===== src/rtl/ex_mem_register.sv =====
// EX/MEM pipeline register: one-cycle capture of execute-stage results with
// stall/flush control, control-bit sanitizing and a saturating bubble counter.
module ex_mem_register #(
   parameter int DATA_WIDTH = 32
) (
   input  logic                  Clk,
   input  logic                  Reset,
   input  logic                  Stall,
   input  logic                  Flush,
   input  logic                  Valid_in,
   input  logic [DATA_WIDTH-1:0] ALUResult_in,
   input  logic                  Zero_in,
   input  logic [DATA_WIDTH-1:0] BranchTarget_in,
   input  logic [DATA_WIDTH-1:0] WriteData_in,
   input  logic [4:0]            RegDst_in,
   input  logic                  RegWrite_in,
   input  logic                  MemRead_in,
   input  logic                  MemWrite_in,
   input  logic                  MemToReg_in,
   input  logic                  Branch_in,
   input  logic [1:0]            MemSize_in,
   output logic [DATA_WIDTH-1:0] ALUResult_out,
   output logic [DATA_WIDTH-1:0] BranchTarget_out,
   output logic [DATA_WIDTH-1:0] WriteData_out,
   output logic [4:0]            RegDst_out,
   output logic                  RegWrite_out,
   output logic                  MemRead_out,
   output logic                  MemWrite_out,
   output logic                  MemToReg_out,
   output logic [1:0]            MemSize_out,
   output logic                  Valid_out,
   output logic                  BranchTaken_out,
   output logic [7:0]            BubbleCount_out
);

   // A load of a non-instruction is treated exactly like a flush; flush beats stall.
   logic bubble;
   assign bubble = Flush | (~Stall & ~Valid_in);

   always_ff @(posedge Clk) begin
      if (!Reset) begin
         ALUResult_out    <= '0;
         BranchTarget_out <= '0;
         WriteData_out    <= '0;
         RegDst_out       <= '0;
         RegWrite_out     <= 1'b0;
         MemRead_out      <= 1'b0;
         MemWrite_out     <= 1'b0;
         MemToReg_out     <= 1'b0;
         MemSize_out      <= '0;
         Valid_out        <= 1'b0;
         BranchTaken_out  <= 1'b0;
         BubbleCount_out  <= '0;
      end else if (bubble) begin
         ALUResult_out    <= '0;
         BranchTarget_out <= '0;
         WriteData_out    <= '0;
         RegDst_out       <= '0;
         RegWrite_out     <= 1'b0;
         MemRead_out      <= 1'b0;
         MemWrite_out     <= 1'b0;
         MemToReg_out     <= 1'b0;
         MemSize_out      <= '0;
         Valid_out        <= 1'b0;
         BranchTaken_out  <= 1'b0;
         if (BubbleCount_out != 8'hFF)
            BubbleCount_out <= BubbleCount_out + 8'd1;
      end else if (!Stall) begin
         ALUResult_out    <= ALUResult_in;
         BranchTarget_out <= BranchTarget_in;
         WriteData_out    <= WriteData_in;
         RegDst_out       <= RegDst_in;
         // Writes to $zero are dropped; a read+write conflict resolves to read.
         RegWrite_out     <= RegWrite_in & (RegDst_in != 5'd0);
         MemRead_out      <= MemRead_in;
         MemWrite_out     <= MemWrite_in & ~MemRead_in;
         MemToReg_out     <= MemToReg_in;
         MemSize_out      <= (MemSize_in == 2'b11) ? 2'b00 : MemSize_in;
         Valid_out        <= 1'b1;
         BranchTaken_out  <= Branch_in & Zero_in;
      end
   end

endmodule


===== config.mk =====
export PLATFORM = sky130hd
export DESIGN_NAME = ex_mem_register
export DESIGN_NICKNAME = d
export VERILOG_FILES = /design/src/rtl/ex_mem_register.sv
export SDC_FILE = /design/constraint.sdc
export NUM_CORES = 1
export LEC_CHECK = 0
export ABC_AREA = 1
export BUFFER_PORTS_ARGS = -buffer_cell sky130_fd_sc_hd__buf_2
export CAP_MARGIN = 30
export CELL_PAD_IN_SITES_DETAIL_PLACEMENT = 1
export CELL_PAD_IN_SITES_GLOBAL_PLACEMENT = 1
export CORE_MARGIN = 5
export CORE_UTILIZATION = 30
export DETAILED_ROUTE_END_ITERATION = 16
export GPL_TIMING_DRIVEN = 0
export PLACE_DENSITY = 0.82
export SLEW_MARGIN = 40
export SYNTH_ARGS = -nofsm -noshare
export SYNTH_HDL_FRONTEND = slang
export SYNTH_SLANG_ARGS = --single-unit

===== constraint.sdc =====
create_clock -name Clk -period 1.9 [get_ports Clk]
set_clock_uncertainty 0.1 [all_clocks]
set_input_delay 0.38 -clock Clk [delete_from_list [all_inputs] [get_ports Clk]]
set_output_delay 0.38 -clock Clk [all_outputs]
set_load 0.01 [all_outputs]

==> results.toml <==
[global_routing]
grtUsageTotal_pct = 17.2
grt_start_max_net_pins = 17
antenna_found_initial = 0
grt_pass1_wl_um = 22600
grt_pass1_vias = 4484
gr-total-overflow = 0

[cells_and_area]
finalInstanceArea_sq_mm = 0.00618
drive_gt1_share_pct = 38.0
multi_input_area_sq_mm = 0.00171
seqCellArea_sq_mm = 0.00234
fin_nets = 907
fillers = 1800
syn_to_final_growth_pct = 44.2
antenna_cells = 0

[timing]
post-route-min-period_ps = 1590
finalSetupViolCount = 0
tightest_slew_ps = 488
fin_ws_ps = 310
slew_violations = 0
fmax_mhz = 629
slew-limit-headroom_pct = 67.4
grt_setup_unrepaired = "false"
hold_viol_final = 0
setup_tns_ps = 0
post-route-period-util_pct = 83.7

[critical_path]
cpMostUsedCell = "nand2_1"
ff2ff_setup_slack_ps = 310
path_class = "reg2reg"
cp_cell_sequence = "ha_1, nand2_1, nor2_1, nand2_1, buf_2, nand3_1, nand2_1, nand2_1, nor2_1"
crit_fanout = 10
r2r_cells = 9
r2r-end = "BubbleCount_out[5]"
crit_arrival_ps = 1790
max_stage_delay_ps = 390
cp_num_buf_inv = 1
slowest_stage = "dfxtp_1"
crit_required_ps = 2100
crit_start = "BubbleCount_out[0]"
r2r_start = "BubbleCount_out[0]"
cp-end-kind = "flip-flop"
crit_cells = 9
cp_top_family = "simple AND/OR/NAND/NOR gates"
cp-start-kind = "flip-flop"

[synth]
synth_cell_type_count = 22
async_reset_ff_share_pct = 0
syn_inst = 544
synth_enable_flop_cells = 0
syn_area_per_cell_sq_um = 7.88
synth_flop_cell = "dfxtp_1"
yosys_warnings = 0
netlist_area_sq_mm = 0.00429
syn_nets = 659
synth-seq-area-share_pct = 54.6
synth_top_area_cell = "dfxtp_1"
ys_ff_latch = 117
synthTopCellsByArea = "dfxtp_1, nand2_1, a21oi_1"
synth_top_area_share_pct = 54.6

[clock_network]
clock-root-buffer = "clkbuf_16"
ctsHoldBuffers = 0
h-tree-depth = 4
ctsResizeCount = 0
numCtsBuffers = 17
postCtsSetupBuffers = 0
clkTransAtPathRegs_ps = 50
cts.sinks = 117
cts_tree = "yes"
clockBufferDepth = 2
clk-insertion-delay-late_ps = 400

[power_and_ir_drop]
p_switching_w = 0.00137
netSwitchingFraction_pct = 23.1
seqPwrFrac_pct = 43.1
power.density_mw_per_mm2 = 962
combPwrFrac_pct = 8.8
clkPwrFrac_pct = 48.1
power_leakage_nw = 2.94
p_int_w = 0.00457
vdd.ir_drop.worst_v = 0.000498

[worst_hold_path]
min_to = "ALUResult_out[13]"
hp-start = "ALUResult_in[13]"
min_path_cells = 3
hold_class = "in2reg"

[detailed_routing]
dr.first_iter.drc_count = 151
vias_per_cell = 4.53
drt-total-wl_um = 14600
avgRoutedWirePerCell_um = 14.9
dr.pass1.iters = 4
drc = 0
antenna_left = 0
vias = 4451

[placement]
placed_cell_area_sq_mm = 0.00566
gp_congestion = 0.766
hpwlAfterDp_um = 11100
portBuffers = 229
place_ws_ps = 162

[floorplanning]
die_x_um = 130
row_count = 43
dieArea_sq_mm = 0.0168
ios = 231
dieHeight_um = 130
core_area_sq_mm = 0.0139
start_util_pct = 30.8

[flow_run]
maxCapViolations = 0

[run_status]
outcome = "completed"
==> registers in the layout, indices dropped and copies added (netlist names), 2 cells and up <==
name              cells
ALUResult_out        32
BranchTarget_out     32
BubbleCount_out       8
MemSize_out           2
RegDst_out            5
WriteData_out        32
==> cell type report <==
| type | instances | area share, % |
|---|---|---|
| Inverter | 9 | 0.547 |
| Timing Repair Buffer | 229 | 18.5 |
| Clock buffer | 23 | 7.57 |
| Buffer | 36 | 3.32 |
| Sequential cell | 117 | 37.9 |
| Multi-Input combinational cell | 382 | 27.6 |
| Clock inverter | 6 | 0.891 |
| Tap cell | 180 | 3.64 |
==> power by group through the flow <==
stage | clock network, W | registers, W | logic [W]
2_1_floorplan | 0 | 0.00264 | 0.000230
3_5_place_dp | 0 | 0.00261 | 0.000532
4_1_cts | 0.00294 | 0.00256 | 0.000535
5_1_grt | 0.00307 | 0.00257 | 0.000585
3_3_place_gp | 0 | 0.00261 | 0.000525
6_report | 0.00286 | 0.00256 | 0.000524
==> cells in the final DEF (no fill, tap or decap), types with 2 or more instances in the layout <==
master	count
a21oi_1	88
a21oi_2	20
buf_2	249
buf_4	2
buf_6	5
clkbuf_1	13
clkbuf_16	17
clkbuf_8	2
clkinv_2	5
dfxtp_1	117
inv_1	8
nand2_1	222
nand3_1	9
nor2_1	28
nor3_1	3
o21ai_0	4
==> cell families (layout without fill, tap and decap cells) <==
logic type / count (synthesis) / count (layout) / share of synthesized area (%)
AND/OR/NAND/NOR: 265 / 265 / 23.7
buffers and inverters: 45 / 303 / 5.57
AO/OA/AOI/OAI: 116 / 116 / 15.8
adder cells (fa/ha/maj): 1 / 1 / 0.292
flip-flops: 117 / 117 / 54.6
==> how the worst max path moves through the flow <==
stage / end / slack [ps]
after floorplan: BubbleCount_out[5] / 450
after global placement: BranchTarget_out[30] / 200
after detailed placement: BranchTarget_out[25] / 160
after CTS: BubbleCount_out[5] / 320
after global routing: BubbleCount_out[5] / 170
final: BubbleCount_out[5] / 310
==> Yosys cell counts, types with 2 or more instances <==
cell,number
a21oi_2,20
o21ai_0,4
buf_4,2
nor2_1,28
clkbuf_1,9
nand2_1,222
buf_2,20
nand3_1,9
dfxtp_1,117
a21oi_1,88
buf_6,5
inv_1,8
nor3_1,3
==> metrics by stage <==
stage / hold slack (ps) / cells / util [%] / power [W]
floorplan: 379 / 544 / - / 0.00287
global placement: 342 / 953 / 40.6 / 0.00313
detailed placement: 354 / 953 / 40.6 / 0.00314
CTS: 95.5 / 982 / 44.4 / 0.00603
global route: 94.7 / 982 / 44.4 / 0.00622
finish: 115 / 982 / 44.4 / 0.00595
==> worst min-delay path: stages <==
cell and delay (ps):
buf_2 90, nand2_1 50, a21oi_1 50
==> metal layers <==
metal | vias to the layer above | GRT usage [%] | part of all wire [%]
li1 | 2238 | - | -
met1 | 2039 | 19.2 | 41
met5 | - | 0 | 0
met2 | 150 | 29.5 | 48
met4 | 0 | 6.72 | 2.1
met3 | 24 | 6.92 | 9.4
Power figures use the tool's default switching activity.
